**config.mk**
```make
export PLATFORM = sky130hd
export DESIGN_NAME = pc_sequencer_flat
export DESIGN_NICKNAME = d
export VERILOG_FILES = /design/src/rtl/pc_sequencer_if.sv /design/src/rtl/pc_sequencer.sv /design/src/flat_wrapper.sv
export SDC_FILE = /design/constraint.sdc
export NUM_CORES = 1
export LEC_CHECK = 0
export ABC_AREA = 1
export CORE_MARGIN = 3
export CORE_UTILIZATION = 30
export DETAILED_ROUTE_END_ITERATION = 8
export DONT_BUFFER_PORTS = 1
export GPL_TIMING_DRIVEN = 0
export HOLD_SLACK_MARGIN = 0.02
export PLACE_DENSITY = 0.45
export SYNTH_ARGS = -nofsm -noshare
export SYNTH_HDL_FRONTEND = slang
export SYNTH_SLANG_ARGS = --single-unit
```
**constraint.sdc**
```tcl
create_clock -name i_clk -period 2.38 [get_ports i_clk]
set_clock_uncertainty 0.1 [all_clocks]
set_input_delay 0.595 -clock i_clk [delete_from_list [all_inputs] [get_ports i_clk]]
set_output_delay 0.595 -clock i_clk [all_outputs]
set_load 0.005 [all_outputs]
```
**src/rtl/pc_sequencer_if.sv**
```systemverilog
// Fetch-stage bus between the PC sequencer and its environment (imem, decode, branch unit).
// Latency: n/a (signal bundle only).
// Backpressure: imem_ack paces fetch, stall holds the issued instruction.
interface pc_sequencer_if;
    logic        imem_req;
    logic [31:0] imem_addr;
    logic        imem_ack;
    logic        stall;
    logic        br_taken;
    logic [31:0] br_target;
    logic        jmp;
    logic [31:0] jmp_target;
    logic [31:0] pc;
    logic [31:0] pc_plus4;
    logic        instr_valid;
    logic        err;
    logic [1:0]  err_code;

    // Sequencer side
    modport master (
        output imem_req, imem_addr, pc, pc_plus4, instr_valid, err, err_code,
        input  imem_ack, stall, br_taken, br_target, jmp, jmp_target
    );

    // Environment side
    modport slave (
        input  imem_req, imem_addr, pc, pc_plus4, instr_valid, err, err_code,
        output imem_ack, stall, br_taken, br_target, jmp, jmp_target
    );
endinterface

```
**src/rtl/pc_sequencer.sv**
```systemverilog
// Program-counter controller: owns PC, runs the imem fetch handshake, selects next PC.
// Latency: 2 cycles per instruction minimum (FETCH with immediate ack, then ISSUE).
// Backpressure: waits in FETCH for imem_ack (bounded by ACK_TIMEOUT), holds ISSUE while stall=1.
module pc_sequencer #(
    parameter logic [31:0] RESET_PC    = 32'h0000_0000,
    parameter int unsigned ACK_TIMEOUT = 16
) (
    input  logic           i_clk,
    input  logic           i_rst,
    pc_sequencer_if.master bus
);

    typedef enum logic [1:0] {
        S_IDLE  = 2'd0,
        S_FETCH = 2'd1,
        S_ISSUE = 2'd2,
        S_ERR   = 2'd3
    } state_t;

    localparam logic [7:0] TIMEOUT_LAST = 8'(ACK_TIMEOUT - 1);
    localparam logic [1:0] CODE_NONE     = 2'b00;
    localparam logic [1:0] CODE_MISALIGN = 2'b01;
    localparam logic [1:0] CODE_TIMEOUT  = 2'b10;

    state_t      r_state;
    state_t      w_state_nxt;
    logic [31:0] r_pc;
    logic [31:0] w_pc_nxt;
    logic [7:0]  r_cnt;
    logic [7:0]  w_cnt_nxt;
    logic [1:0]  r_err_code;
    logic [1:0]  w_err_code_nxt;
    logic        r_imem_req;
    logic        r_instr_valid;
    logic        r_err;

    logic [31:0] w_pc_plus4;
    logic        w_redirect;
    logic [31:0] w_pc_sel;

    // Incrementer wraps modulo 2^32; no alignment forcing on PC itself.
    assign w_pc_plus4 = r_pc + 32'd4;

    // Jump beats branch; only the selected target is subject to the alignment check.
    assign w_redirect = bus.jmp | bus.br_taken;
    assign w_pc_sel   = bus.jmp      ? bus.jmp_target :
                        bus.br_taken ? bus.br_target  : w_pc_plus4;

    // Next-state, next-PC, timeout counter and error code selection.
    always_comb begin
        w_state_nxt    = r_state;
        w_pc_nxt       = r_pc;
        w_cnt_nxt      = r_cnt;
        w_err_code_nxt = r_err_code;
        case (r_state)
            S_IDLE: begin
                w_state_nxt = S_FETCH;
                w_cnt_nxt   = 8'd0;
            end
            S_FETCH: begin
                // An ack on the last allowed cycle still wins over the timeout.
                if (bus.imem_ack) begin
                    w_state_nxt = S_ISSUE;
                end else if (r_cnt == TIMEOUT_LAST) begin
                    w_state_nxt    = S_ERR;
                    w_err_code_nxt = CODE_TIMEOUT;
                end else begin
                    w_cnt_nxt = r_cnt + 8'd1;
                end
            end
            S_ISSUE: begin
                // Redirects are only looked at when the instruction actually retires.
                if (!bus.stall) begin
                    if (w_redirect && (w_pc_sel[1:0] != 2'b00)) begin
                        w_state_nxt    = S_ERR;
                        w_err_code_nxt = CODE_MISALIGN;
                    end else begin
                        w_state_nxt = S_FETCH;
                        w_pc_nxt    = w_pc_sel;
                        w_cnt_nxt   = 8'd0;
                    end
                end
            end
            S_ERR: begin
                w_state_nxt = S_ERR;
            end
            default: begin
                w_state_nxt = S_IDLE;
            end
        endcase
    end

    // State and registered outputs; reset abandons any outstanding fetch.
    always_ff @(posedge i_clk) begin
        if (i_rst) begin
            r_state       <= S_IDLE;
            r_pc          <= RESET_PC;
            r_cnt         <= 8'd0;
            r_err_code    <= CODE_NONE;
            r_imem_req    <= 1'b0;
            r_instr_valid <= 1'b0;
            r_err         <= 1'b0;
        end else begin
            r_state       <= w_state_nxt;
            r_pc          <= w_pc_nxt;
            r_cnt         <= w_cnt_nxt;
            r_err_code    <= w_err_code_nxt;
            r_imem_req    <= (w_state_nxt == S_FETCH);
            r_instr_valid <= (w_state_nxt == S_ISSUE);
            r_err         <= (w_state_nxt == S_ERR);
        end
    end

    assign bus.imem_req    = r_imem_req;
    assign bus.imem_addr   = r_pc;
    assign bus.pc          = r_pc;
    assign bus.pc_plus4    = w_pc_plus4;
    assign bus.instr_valid = r_instr_valid;
    assign bus.err         = r_err;
    assign bus.err_code    = r_err_code;

endmodule

```
**src/flat_wrapper.sv**
```systemverilog
// flat-port wrapper written by rule: the top's interface ports become plain ports
module pc_sequencer_flat 
#(
    parameter logic [31:0] RESET_PC    = 32'h0000_0000,
    parameter int unsigned ACK_TIMEOUT = 16
)
  (i_clk, i_rst, bus_imem_req, bus_imem_addr, bus_pc, bus_pc_plus4, bus_instr_valid, bus_err, bus_err_code, bus_imem_ack, bus_stall, bus_br_taken, bus_br_target, bus_jmp, bus_jmp_target);
  pc_sequencer_if bus_i ();
  input  logic i_clk;
  input  logic i_rst;
  output wire logic [$bits(bus_i.imem_req)-1:0] bus_imem_req;
  output wire logic [$bits(bus_i.imem_addr)-1:0] bus_imem_addr;
  output wire logic [$bits(bus_i.pc)-1:0] bus_pc;
  output wire logic [$bits(bus_i.pc_plus4)-1:0] bus_pc_plus4;
  output wire logic [$bits(bus_i.instr_valid)-1:0] bus_instr_valid;
  output wire logic [$bits(bus_i.err)-1:0] bus_err;
  output wire logic [$bits(bus_i.err_code)-1:0] bus_err_code;
  input wire logic [$bits(bus_i.imem_ack)-1:0] bus_imem_ack;
  input wire logic [$bits(bus_i.stall)-1:0] bus_stall;
  input wire logic [$bits(bus_i.br_taken)-1:0] bus_br_taken;
  input wire logic [$bits(bus_i.br_target)-1:0] bus_br_target;
  input wire logic [$bits(bus_i.jmp)-1:0] bus_jmp;
  input wire logic [$bits(bus_i.jmp_target)-1:0] bus_jmp_target;
  assign bus_imem_req = bus_i.imem_req;
  assign bus_imem_addr = bus_i.imem_addr;
  assign bus_pc = bus_i.pc;
  assign bus_pc_plus4 = bus_i.pc_plus4;
  assign bus_instr_valid = bus_i.instr_valid;
  assign bus_err = bus_i.err;
  assign bus_err_code = bus_i.err_code;
  assign bus_i.imem_ack = bus_imem_ack;
  assign bus_i.stall = bus_stall;
  assign bus_i.br_taken = bus_br_taken;
  assign bus_i.br_target = bus_br_target;
  assign bus_i.jmp = bus_jmp;
  assign bus_i.jmp_target = bus_jmp_target;
  pc_sequencer #(.RESET_PC(RESET_PC), .ACK_TIMEOUT(ACK_TIMEOUT)) u_core (.i_clk(i_clk), .i_rst(i_rst), .bus(bus_i));
endmodule
```
; ---- After elaboration in Yosys (flattened, before gate mapping)
; Index checks and enable logic that the tools add are counted.
; Widths: inputs -> output; s select.
[word_totals]
out_inout_bits = 101
word_cells = 50
mem_bits_ro = 0
in_bits = 70
mem_bits_rw = 0
ff_bits = 47
latch_bits = 0
mem_count = 0
[classes]
order_cmp = 0
bitwise = 3
muxes = 17
add_sub_neg = 2
mul = 0
eq_ne = 13
n_shift = 0
div = 0
reduce_logical = 8
[op_table]
columns = operator, n
row1 = $mux 32, 2
row2 = $add 32x3->32 const B, 1
row3 = $mux 8, 4
row4 = $pmux 8 s3, 1
row5 = $mux 2, 8
row6 = $reduce_and 5->1, 2
row7 = $add 8x1->8 const B, 1
row8 = $eq 2x2->1 const B, 4
row9 = $eq 8x4->1 const B, 1
row10 = $ne 2x2->1 const B, 4
row11 = $pmux 2 s4, 1
row12 = $eq 2x1->1 const B, 2
row13 = $ne 2x1->1 const B, 2
row14 = $pmux 2 s2, 1
row15 = $reduce_bool 2->1, 2
row16 = $reduce_and 3->1, 1
row17 = $reduce_bool 3->1, 1
row18 = $logic_not 2->1, 1
row19 = $not 1->1, 2
row20 = $logic_and 1x1->1, 1
row21 = $or 1x1->1, 1

; ---- Logic depth before layout (Yosys ltp)
; Gate-level depths: netlist of run 1.
[depth]
word_depth = 9
mapped_depth = 13
ltp_nobuf = 11

; ---- Worst setup path before layout of run 1
; No wires, ideal clock.
[synth_path]
kind = register to output
startpoint = register u_core.r_pc[3], in the netlist u_core.bus.imem_addr[3]
endpoint = output port bus_pc_plus4[22]
required_ps = 1685
t_arrival_ps = 1310
path_slack_ps = 375
n_path_buf = 0
stages_incl_launch_ff = 8
path_cell_list = dfxtp_1 ha_1 nand2_1 nor2_1 nand2_1 nor2_1 nand3_1 nand2_1
[synth_between]
elab_chain_cells = 1
[synth_lines]
columns = element, line_no
row1 = from (decl), pc_sequencer.sv:27  ; logic [31:0] r_pc;
row2 = from (signal assigned), pc_sequencer.sv:105  ; r_pc <= w_pc_nxt;
row3 = $add 32x3->32, pc_sequencer.sv:42  ; assign w_pc_plus4 = r_pc + 32'd4;
row4 = to (decl), flat_wrapper.sv:14  ; output wire logic [$bits(bus_i.pc_plus4)-1:0] bus_pc_plus4;
; No other way between the ends.

; ---- Final worst setup path of run 1
[layout_path]
startpoint = register u_core.r_pc[2], in the netlist u_core.bus.imem_addr[2]
endpoint = output port bus_pc_plus4[28]
; The elaborated chain is that of the path after synthesis.

==> out/summary.txt, run 1 <==
Status = finished, final reports clean
Antenna violations before repair = 0
Setup repair after global routing missed its margin = true
Final routed DRC violation total = 0
Reg clk slew, reported paths = 0.08 ns
Initial Utilization = 30.8%
Total number of nets in the final design = 800
Post-synthesis instance area = 3900 um^2
Setup TNS after final layout = 0 ns
Worst max-slew margin expressed relative to the limit = 53.5%
Startpoint types = flip-flop
Count of port buffers added during placement = 0
Finished Core Util = 35.5%
Endpoint type of the worst setup path = output pin
Post-synthesis instance total = 720
Antenna-violating nets left = 0
Tightest Pin Transition = 0.697 ns
Post-DP Area = 4120 um^2
Maximum fanout along the worst path = 7
Fraction of layout cells with a size suffix above 1 = 16.9%
Via count of the first global-routing pass = 4,156
Worst R2R Start = u_core.r_state[1]
CP Class = flip-flop to output pin
# Max-Cap Violations = 0
Worst stage delay on the critical path = 0.40 ns
Violation count after the first detailed-route iteration = 219
Yosys cell types = 35
WP data required = 1.68 ns
Depth of the worst register-to-register path = 9
Destination of the worst register-to-register timing path = u_core.r_cnt[5]
Count of hold buffers inserted by post-cts repair = 0
Number of vias in the routed layout = 4,255
Final number of setup-violating endpoints = 0
Fmax = 431 MHz
Global routing usage summed across all routing layers = 20.6%
Power per Cell Area = 427 nW/um^2
Synth warn = 0
FFs w/ async S/R, synth = 0%
DP HPWL = 11,700 um
Largest net degree at the start of global routing = 16
CP arrival = 1.63 ns
Antenna diodes = 0
Number of cell rows = 41
Final Hold Fails = 0
Crit path time final = 2.32 ns
Clock tree from TritonCTS = yes
Die Y-Extent = 120 um
H-tree depth = 2
Standby leakage power = 2.17 nW
Via/cell ratio = 4.72
Min-delay worst type = input pin to flip-flop
Total clock sinks = 47
Die W = 120 um
Final WL = 14,900 um
Most repeated library cell on the critical path = sky130_fd_sc_hd__nand2_1
Flop and latch count out of synthesis = 47
Maximum resistive drop on vdd = 0.239 mV
Insertion delay to the later sink of the worst-skew pair = 0.32 ns
First-pass GRT wire length = 22,600 um
Area of the die = 14,400 um^2
Leftover overflow at the end of global routing = 0
Core area = 12,700 um^2
Buffer depth of the longest clock path = 2
Worst Setup SP = u_core.bus.imem_addr[2]
Number of enable flip-flop cells after synthesis = 0
Post-Syn Area per Cell = 5.42 um^2
Worst-path cell chain = ha_4, nand2_4, nor2_4, nand2_4, nor2_2, nand2_1, nand2_1, nand2_1
TritonCTS Buffers = 5
WHS = 0.358 ns
Tcrit/Tclk final = 97.6%
Buffer type at the clock tree root = sky130_fd_sc_hd__clkbuf_16
Slew Limit Fails = 0
Post-Synthesis Net Count = 792
CP Capture Point = bus_pc_plus4[28]
Routed wire per std cell = 16.5 um
Pre-CTS WS = -0.0858 ns
Worst R2R Setup Slack = 0.55 ns
Master of the slowest instance on the critical path = sky130_fd_sc_hd__dfxtp_4
Most common flop cell mapped by yosys = sky130_fd_sc_hd__dfxtp_1
Final instance area = 4490 um^2
Weighted congestion at the end of routability-driven global placement = 0.935
Area Growth Syn to Fin = 15.2%
Fraction of the yosys area taken by sequential cells = 24.1%
PnR worst setup slack = 0.0582 ns
DR pass1 iterations = 4
Number of top-level pins = 171
==> metrics by stage <==
stage,power [mW],cells
after global routing,2.03,901
after floorplan,1.09,720
after detailed placement,1.18,892
after global placement,1.18,892
final,1.92,901
after CTS,1.96,901
==> worst max-delay path: cells and delay by family, from the launching register on <==
family,cells,cell delay [ns]
simple gates,7,0.75
flops,1,0.40
fa+ha+maj,1,0.16
==> Yosys cell counts, types with 2 or more instances <==
cell	n	area share, %
sky130_fd_sc_hd__nor3b_1	2	0.38
sky130_fd_sc_hd__buf_4	35	6.7
sky130_fd_sc_hd__inv_2	2	0.19
sky130_fd_sc_hd__a21boi_0	4	0.77
sky130_fd_sc_hd__nand3_1	47	6.0
sky130_fd_sc_hd__buf_1	4	0.38
sky130_fd_sc_hd__nand4_1	5	0.80
sky130_fd_sc_hd__buf_2	6	0.77
sky130_fd_sc_hd__buf_6	2	0.58
sky130_fd_sc_hd__nor2_1	139	13
sky130_fd_sc_hd__clkbuf_1	11	1.1
sky130_fd_sc_hd__a21oi_1	40	5.1
sky130_fd_sc_hd__inv_1	73	7.0
sky130_fd_sc_hd__xnor2_1	2	0.45
sky130_fd_sc_hd__xor2_1	4	0.90
sky130_fd_sc_hd__ha_1	2	0.64
sky130_fd_sc_hd__o21ai_0	18	2.3
sky130_fd_sc_hd__nand2_1	261	25
sky130_fd_sc_hd__dfxtp_1	47	24
==> flip-flops by register name, indices dropped and copies added (netlist names) <==
name and cells:
u_core.bus.imem_addr 32, u_core.r_cnt 8, u_core.bus.instr_valid 1, u_core.bus.imem_req 1
u_core.r_state 2, u_core.bus.err_code 2, u_core.bus.err 1
==> power by group <==
group / internal [mW] / switching, mW / leakage (nW)
clock: 0.396 / 0.370 / 0.0710
sequential: 0.807 / 0.0387 / 0.396
combinational: 0.105 / 0.204 / 1.70
total: 1.31 / 0.612 / 2.17
==> logic make-up (layout without fill, tap and decap cells) <==
family / count (synthesis) / count (layout) / synth area share [%]
buffers and inverters: 134 / 143 / 16.9
XOR/XNOR: 6 / 6 / 1.35
multiplexers: 1 / 1 / 0.257
AND/OR/NAND/NOR: 463 / 463 / 47.6
AO/OA/AOI/OAI: 67 / 67 / 9.17
flip-flops: 47 / 47 / 24.1
adder cells (fa/ha/maj): 2 / 2 / 0.641
==> what timing repair did <==
action,4_1_cts,5_1_grt
pin swaps,6,11
resized for setup,48,42
setup buffers,1,0
setup endpoints to repair,23,21
==> how the worst min path moves through the flow <==
stage	start	to	slack [ns]	cells past startpoint
2_1_floorplan	u_core.r_cnt[3]	u_core.r_cnt[3]	0.34	2
3_3_place_gp	u_core.r_cnt[3]	u_core.r_cnt[3]	0.35	2
3_5_place_dp	u_core.r_cnt[3]	u_core.r_cnt[3]	0.37	2
4_1_cts	bus_jmp_target[4]	u_core.bus.imem_addr[4]	0.35	2
5_1_grt	bus_jmp_target[4]	u_core.bus.imem_addr[4]	0.36	2
6_report	bus_jmp_target[4]	u_core.bus.imem_addr[4]	0.36	2
==> layout make-up <==
cell class,count,area [um^2]
multi-input cells,539,2470
flip-flops and latches,47,993
plain buffers,58,372
clock inverters,2,17.5
fillers,1508,8180
inverters,76,288
well taps,172,215
clock buffers,6,129
repair buffers,1,7.51
==> cells in the final DEF, fill, tap and decap left out, types with 3 or more instances in the layout <==
master                      instances
sky130_fd_sc_hd__buf_4             36
sky130_fd_sc_hd__xor2_1             4
sky130_fd_sc_hd__dfxtp_2           18
sky130_fd_sc_hd__nand4_1            5
sky130_fd_sc_hd__o21ai_1            3
sky130_fd_sc_hd__clkbuf_1          12
sky130_fd_sc_hd__a21boi_0           4
sky130_fd_sc_hd__clkbuf_16          5
sky130_fd_sc_hd__o21ai_0           13
sky130_fd_sc_hd__inv_1             73
sky130_fd_sc_hd__dfxtp_1           21
sky130_fd_sc_hd__nand2_4            4
sky130_fd_sc_hd__nor2_2            16
sky130_fd_sc_hd__buf_2              6
sky130_fd_sc_hd__nand3_1           45
sky130_fd_sc_hd__dfxtp_4            8
sky130_fd_sc_hd__nand2_1          250
sky130_fd_sc_hd__buf_1              4
sky130_fd_sc_hd__nor2_1           116
sky130_fd_sc_hd__nand2_2            9
sky130_fd_sc_hd__a21oi_1           40
sky130_fd_sc_hd__nor2_4             8
==> routing by layer <==
metal	part of all wire, %	GRT usage (%)	wire [um]	up-vias
met2	47	33.9	6960	132
met3	8.1	6.60	1200	18
met1	43	25.1	6330	1900
li1	-	-	-	2205
met5	0	0	0	-
met4	2.5	7.66	378	0
Power figures use the tool's default switching activity.
==> inputs of run 2 (changes only) <==
--- a/config.mk
+++ b/config.mk
@@ -6,8 +6,9 @@
 export NUM_CORES = 1
 export LEC_CHECK = 0
 export ABC_AREA = 1
-export CORE_MARGIN = 3
+export CORE_MARGIN = 2
 export CORE_UTILIZATION = 30
+export CTS_CLUSTER_DIAMETER = 120
 export DETAILED_ROUTE_END_ITERATION = 8
 export DONT_BUFFER_PORTS = 1
 export GPL_TIMING_DRIVEN = 0
==> run 2 against run 1 <==
  * Non-clock buffer count did not move
  * Worst hold slack got worse by 0.0028 ns
  * First-iteration DRC count fell by 5.0%
  * Register-to-register slack barely moved
  * Sequential power barely moved
  * Clock power rose by 2.9%
  * Combinational power barely moved
  * Die area fell by 3.3%
  * Critical path type unchanged
  * Critical endpoint is now bus_pc_plus4[21]
==> out/summary.txt, run 2 (synthesized netlist as in run 1, its figures left out) <==
Tot Pwr = 1.94 mW (was 1.92 mW)
Tcrit/Tclk final = 97.2% (was 97.6%)
Weighted congestion at the end of routability-driven global placement = 0.951 (was 0.935)
Count of port buffers added during placement = 0 (unchanged)
Pre-CTS WS = -0.0865 ns (was -0.0858 ns)
Antenna violations before repair = 0 (unchanged)
Antenna diodes = 0 (unchanged)
Reg clk slew, reported paths = 0.08 ns (about the same)
Number of cell rows = 41 (unchanged)
WP data required = 1.68 ns (about the same)
Clock tree from TritonCTS = yes (unchanged)
Number of top-level pins = 171 (unchanged)
Fmax = 432 MHz (was 431 MHz)
Buffer type at the clock tree root = sky130_fd_sc_hd__clkbuf_16 (unchanged)
Die Y-Extent = 118 um (was 120 um)
Violation count after the first detailed-route iteration = 208 (was 219)
Startpoint types = flip-flop (unchanged)
DR pass1 iterations = 5 (was 4)
Setup repair after global routing missed its margin = true (unchanged)
Status = finished, final reports clean (unchanged)
# Max-Cap Violations = 0 (unchanged)
DP HPWL = 11,400 um (was 11,700 um)
Routed wire per std cell = 16.1 um (was 16.5 um)
PnR worst setup slack = 0.0668 ns (was 0.0582 ns)
Crit path time final = 2.31 ns (was 2.32 ns)
Final instance area = 4450 um^2 (was 4490 um^2)
WHS = 0.355 ns (was 0.358 ns)
Standby leakage power = 2.15 nW (was 2.17 nW)
CP arrival = 1.62 ns (was 1.63 ns)
Via/cell ratio = 4.75 (was 4.72)
Tightest Pin Transition = 0.716 ns (was 0.697 ns)
Antenna-violating nets left = 0 (unchanged)
Total clock sinks = 47 (unchanged)
Commonest non-fill, non-tap cell in the layout = sky130_fd_sc_hd__nand2_1 (unchanged)
First-pass GRT wire length = 22,300 um (was 22,600 um)
Endpoint type of the worst setup path = output pin (unchanged)
Largest net degree at the start of global routing = 18 (was 16)
Fraction of layout cells with a size suffix above 1 = 15.8% (was 16.9%)
Slew Limit Fails = 0 (unchanged)
Power per Cell Area = 436 nW/um^2 (was 427 nW/um^2)
Die W = 118 um (was 120 um)
Maximum resistive drop on vdd = 0.230 mV (was 0.239 mV)
Leftover overflow at the end of global routing = 0 (unchanged)
Top library cells by usage in the layout, fill and taps aside = sky130_fd_sc_hd__nand2_1 (253), sky130_fd_sc_hd__nor2_1 (120), sky130_fd_sc_hd__inv_1 (73), sky130_fd_sc_hd__nand3_1 (47), sky130_fd_sc_hd__a21oi_1 (40) (was sky130_fd_sc_hd__nand2_1 (250), sky130_fd_sc_hd__nor2_1 (116), sky130_fd_sc_hd__inv_1 (73), sky130_fd_sc_hd__nand3_1 (45), sky130_fd_sc_hd__a21oi_1 (40))
Largest register FFs = 32 (unchanged)
Filler Cell Count = 1,507 (was 1,508)
Area of the die = 13,900 um^2 (was 14,400 um^2)
Buffer depth of the longest clock path = 2 (unchanged)
Final Hold Fails = 0 (unchanged)
H-tree depth = 2 (unchanged)
Final routed DRC violation total = 0 (unchanged)
Maximum fanout along the worst path = 7 (unchanged)
Area Growth Syn to Fin = 14.1% (was 15.2%)
Final number of setup-violating endpoints = 0 (unchanged)
Finished Core Util = 35.1% (was 35.5%)
Insertion delay to the later sink of the worst-skew pair = 0.31 ns (was 0.32 ns)
TritonCTS Buffers = 5 (unchanged)
Final WL = 14,500 um (was 14,900 um)
Initial Utilization = 30.8% (unchanged)
Global routing usage summed across all routing layers = 20.6% (about the same)
Number of vias in the routed layout = 4,281 (was 4,255)
Worst max-slew margin expressed relative to the limit = 52.2% (was 53.5%)
Core area = 12,700 um^2 (unchanged)
Post-DP Area = 4120 um^2 (unchanged)
Via count of the first global-routing pass = 4,039 (was 4,156)
Total number of nets in the final design = 800 (unchanged)
Min-delay worst type = input pin to flip-flop (unchanged)
CP Class = flip-flop to output pin (unchanged)
## run 2: layer usage
| layer | routed length (um) | up-vias | GRT usage, % |
|---|---|---|---|
| li1 | - | 2194 | - |
| met1 | 6200 | 1924 | 25.9 |
| met2 | 6900 | 149 | 35.0 |
| met3 | 1130 | 14 | 5.23 |
| met4 | 241 | 0 | 5.20 |
| met5 | 0 | - | 0 |
## run 2: path summary, 6_finish.rpt
path / from / cells past startpoint / slack (ns) / end
worst max-delay path: u_core.bus.imem_addr[2] / 7 / 0.07 / bus_pc_plus4[21]
worst min-delay path: bus_imem_ack / 2 / 0.36 / u_core.bus.instr_valid
worst max register to register: u_core.r_cnt[0] / 11 / 0.56 / u_core.r_cnt[0]
worst min register to register: u_core.r_cnt[3] / 2 / 0.37 / u_core.r_cnt[3]
## run 2: area by class of cell
cell class                 count  area, um^2  area share [%]
timing repair buffer           1        7.51           0.169
sequential                    47         986            22.1
inverter                      76         288            6.46
clock buffer                   5         125            2.81
clock inverter                 3        25.0           0.562
buffer                        58         372            8.35
tap                          172         215            4.83
multi-input combinational    539        2430            54.7
## run 2: where the power goes
part           internal (mW)  switching, mW
sequential             0.809         0.0385
clock                  0.399          0.388
combinational          0.105          0.202
## run 2: what timing repair did
action / CTS / global route
hold buffers: 0 / 0
resized for setup: 43 / 35
buffers inserted: 0 / 1
setup endpoints to repair: 22 / 22
endpoints found under the hold margin: 0 / 0
pin swaps: 3 / 7
## run 2: critical path, stage by stage, from the launching register on
cell and delay [ns]:
sky130_fd_sc_hd__dfxtp_4 0.39, sky130_fd_sc_hd__inv_1 0.10, sky130_fd_sc_hd__nor2_2 0.20, sky130_fd_sc_hd__nand2_2 0.18
sky130_fd_sc_hd__nor2_4 0.20, sky130_fd_sc_hd__nand2_1 0.07, sky130_fd_sc_hd__nand2_1 0.07, sky130_fd_sc_hd__nand2_1 0.09
## run 2: stage by stage
step | TNS, ns | cells
floorplan | 0 | 720
global placement | -0.173 | 892
detailed placement | -0.333 | 892
CTS | 0 | 900
global route | -0.127 | 901
finish | 0 | 901
==> inputs of run 3 (changes only) <==
--- a/config.mk
+++ b/config.mk
@@ -13,7 +13,7 @@
 export DONT_BUFFER_PORTS = 1
 export GPL_TIMING_DRIVEN = 0
 export HOLD_SLACK_MARGIN = 0.02
-export PLACE_DENSITY = 0.45
+export MAX_ROUTING_LAYER = met4
 export SYNTH_ARGS = -nofsm -noshare
 export SYNTH_HDL_FRONTEND = slang
 export SYNTH_SLANG_ARGS = --single-unit
==> run 3 against run 2 <==
  * Non-clock buffer count rose by 1
  * Largest cell class unchanged
  * Total power rose by 3.2%
  * First-iteration DRC count is 63% higher
  * Die area unchanged
  * Clock-buffer cell count is the same
  * Sequential power hardly changed
  * Register-to-register slack gained 0.02 ns
  * Sequential share of layout area shrank 0.40 points
  * Cell count increased by 0.22%
  * Cell area is 0.96% higher
  * Clock power rose by 8.1%
  * Worst hold slack improved by 0.0073 ns
==> out/summary.txt, run 3 (synthesized netlist as in run 1, its figures left out) <==
Buffer depth of the longest clock path = 2 (unchanged)
Final routed DRC violation total = 0 (unchanged)
Final number of setup-violating endpoints = 0 (unchanged)
Destination of the worst register-to-register timing path = u_core.r_cnt[0] (unchanged)
Min-delay worst type = flip-flop to flip-flop (was input pin to flip-flop)
Filler-free cell count of the finished design = 903 (was 901)
CP arrival = 1.62 ns (about the same)
Endpoint type of the worst setup path = output pin (unchanged)
Via/cell ratio = 4.64 (was 4.75)
Area Growth Syn to Fin = 15.2% (was 14.1%)
Area of the die = 13,900 um^2 (unchanged)
Routed wire per std cell = 15.1 um (was 16.1 um)
Total clock sinks = 47 (unchanged)
Via count of the first global-routing pass = 3,968 (was 4,039)
Insertion delay to the later sink of the worst-skew pair = 0.30 ns (was 0.31 ns)
Worst Setup SP = u_core.bus.imem_addr[3] (was u_core.bus.imem_addr[2])
Clock tree from TritonCTS = yes (unchanged)
Total number of nets in the final design = 801 (was 800)
DP HPWL = 11,100 um (was 11,400 um)
Worst R2R Start = u_core.r_cnt[0] (unchanged)
Finished Core Util = 35.5% (was 35.1%)
Slew Limit Fails = 0 (unchanged)
DR pass1 iterations = 5 (unchanged)
PnR worst setup slack = 0.0678 ns (was 0.0668 ns)
First-pass GRT wire length = 21,500 um (was 22,300 um)
Buffer type at the clock tree root = sky130_fd_sc_hd__clkbuf_16 (unchanged)
Antenna-violating nets left = 0 (unchanged)
WP data required = 1.68 ns (about the same)
Top library cells by usage in the layout, fill and taps aside = sky130_fd_sc_hd__nand2_1 (251), sky130_fd_sc_hd__nor2_1 (121), sky130_fd_sc_hd__inv_1 (72), sky130_fd_sc_hd__nand3_1 (46), sky130_fd_sc_hd__a21oi_1 (40) (was sky130_fd_sc_hd__nand2_1 (253), sky130_fd_sc_hd__nor2_1 (120), sky130_fd_sc_hd__inv_1 (73), sky130_fd_sc_hd__nand3_1 (47), sky130_fd_sc_hd__a21oi_1 (40))
Number of top-level pins = 171 (unchanged)
Weighted congestion at the end of routability-driven global placement = 0.933 (was 0.951)
Number of vias in the routed layout = 4,193 (was 4,281)
Fraction of layout cells with a size suffix above 1 = 15.8% (about the same)
Die Y-Extent = 118 um (unchanged)
Count of hold buffers inserted by post-cts repair = 0 (unchanged)
Depth of the worst register-to-register path = 11 (unchanged)
Largest net degree at the start of global routing = 17 (was 18)
TritonCTS Buffers = 5 (unchanged)
CP Capture Point = bus_pc_plus4[20] (was bus_pc_plus4[21])
Antenna violations before repair = 1 (was 0)
Filler Cell Count = 1,447 (was 1,507)
H-tree depth = 2 (unchanged)
Maximum resistive drop on vdd = 0.258 mV (was 0.230 mV)
Worst max-slew margin expressed relative to the limit = 58.4% (was 52.2%)
Tcrit/Tclk final = 97.2% (about the same)
Power per Cell Area = 446 nW/um^2 (was 436 nW/um^2)
Setup repair after global routing missed its margin = true (unchanged)
Reg clk slew, reported paths = 0.07 ns (was 0.08 ns)
Maximum fanout along the worst path = 6 (was 7)
Standby leakage power = 2.18 nW (was 2.15 nW)
Setup TNS after final layout = 0 ns (unchanged)
Final WL = 13,600 um (was 14,500 um)
Initial Utilization = 30.8% (unchanged)
# Max-Cap Violations = 0 (unchanged)
Number of placed cells counting well taps = 892 (unchanged)
CP Class = flip-flop to output pin (unchanged)
Status = finished, final reports clean (unchanged)
Crit path time final = 2.31 ns (about the same)
Final Hold Fails = 0 (unchanged)
Count of port buffers added during placement = 0 (unchanged)
Pre-CTS WS = -0.0461 ns (was -0.0865 ns)
Startpoint types = flip-flop (unchanged)
Fmax = 432 MHz (about the same)
Tightest Pin Transition = 0.624 ns (was 0.716 ns)
Violation count after the first detailed-route iteration = 340 (was 208)
Number of cell rows = 41 (unchanged)
Die W = 118 um (unchanged)
Worst R2R Setup Slack = 0.58 ns (was 0.56 ns)
Global routing usage summed across all routing layers = 20.2% (was 20.6%)
Core area = 12,700 um^2 (unchanged)
Leftover overflow at the end of global routing = 0 (unchanged)
Largest register FFs = 32 (unchanged)
Commonest non-fill, non-tap cell in the layout = sky130_fd_sc_hd__nand2_1 (unchanged)
-- run 3: cell count changes in the layout (fill, tap and decap cells not counted), sizes merged --
cell / delta
bufinv: +1
diode: +1
clkinvlp: -1
clkinv: +1
inv: -1
buf: +1
-- run 3: through the flow --
step	hold slack (ns)	instance area, um^2	power [mW]
final	0.362	4490	2.00
after global routing	0.368	4490	2.10
after floorplan	0.341	3900	1.09
after global placement	0.352	4120	1.17
after detailed placement	0.353	4120	1.17
after CTS	0.360	4350	2.02
-- run 3: layout make-up --
type / instances / area [um^2] / area share (%)
repair buffers: 2 / 15.0 / 0.334
diodes: 1 / 2.50 / 0.0557
clock inverters: 3 / 47.5 / 1.06
flip-flops and latches: 47 / 977 / 21.7
well taps: 172 / 215 / 4.79
clock buffers: 5 / 125 / 2.78
multi-input cells: 539 / 2450 / 54.6
plain buffers: 58 / 372 / 8.27
inverters: 76 / 288 / 6.40
-- run 3: power by group --
part	internal, mW	switching (mW)
combinational	0.105	0.197
sequential	0.811	0.0390
clock	0.503	0.348
total	1.42	0.585
-- run 3: critical path, stage by stage, from the launching register on --
cell	delay [ns]
sky130_fd_sc_hd__dfxtp_4	0.40
sky130_fd_sc_hd__ha_4	0.17
sky130_fd_sc_hd__nand2_4	0.05
sky130_fd_sc_hd__nor2_4	0.17
sky130_fd_sc_hd__nand3b_1	0.20
sky130_fd_sc_hd__nor2_1	0.14
sky130_fd_sc_hd__nand2_1	0.08
sky130_fd_sc_hd__nand2_1	0.12
-- run 3: how the worst min path moves through the flow --
| stage | slack [ns] | to | depth (start not counted) | from |
|---|---|---|---|---|
| detailed placement | 0.35 | u_core.r_cnt[3] | 2 | u_core.r_cnt[3] |
| global route | 0.37 | u_core.bus.instr_valid | 2 | bus_imem_ack |
| finish | 0.36 | u_core.r_cnt[3] | 2 | u_core.r_cnt[3] |
| CTS | 0.36 | u_core.bus.instr_valid | 2 | bus_imem_ack |
| global placement | 0.35 | u_core.r_cnt[3] | 2 | u_core.r_cnt[3] |
| floorplan | 0.34 | u_core.r_cnt[3] | 2 | u_core.r_cnt[3] |
-- run 3: timing repair --
item                       in CTS  in global routing
setup endpoints to repair      22                 22
setup buffers                   0                  2
resized for setup              26                 52
pin swaps                       0                  6
-- run 3: layer usage --
layer  GRT usage (%)  vias to the layer above  part of all wire, %
li1                -                     2215                    -
met1            24.5                     1815                   43
met2            32.6                      153                   46
met3            7.22                       10                  9.9
met4            3.77                        0                  1.2
met5               -                        -                    0
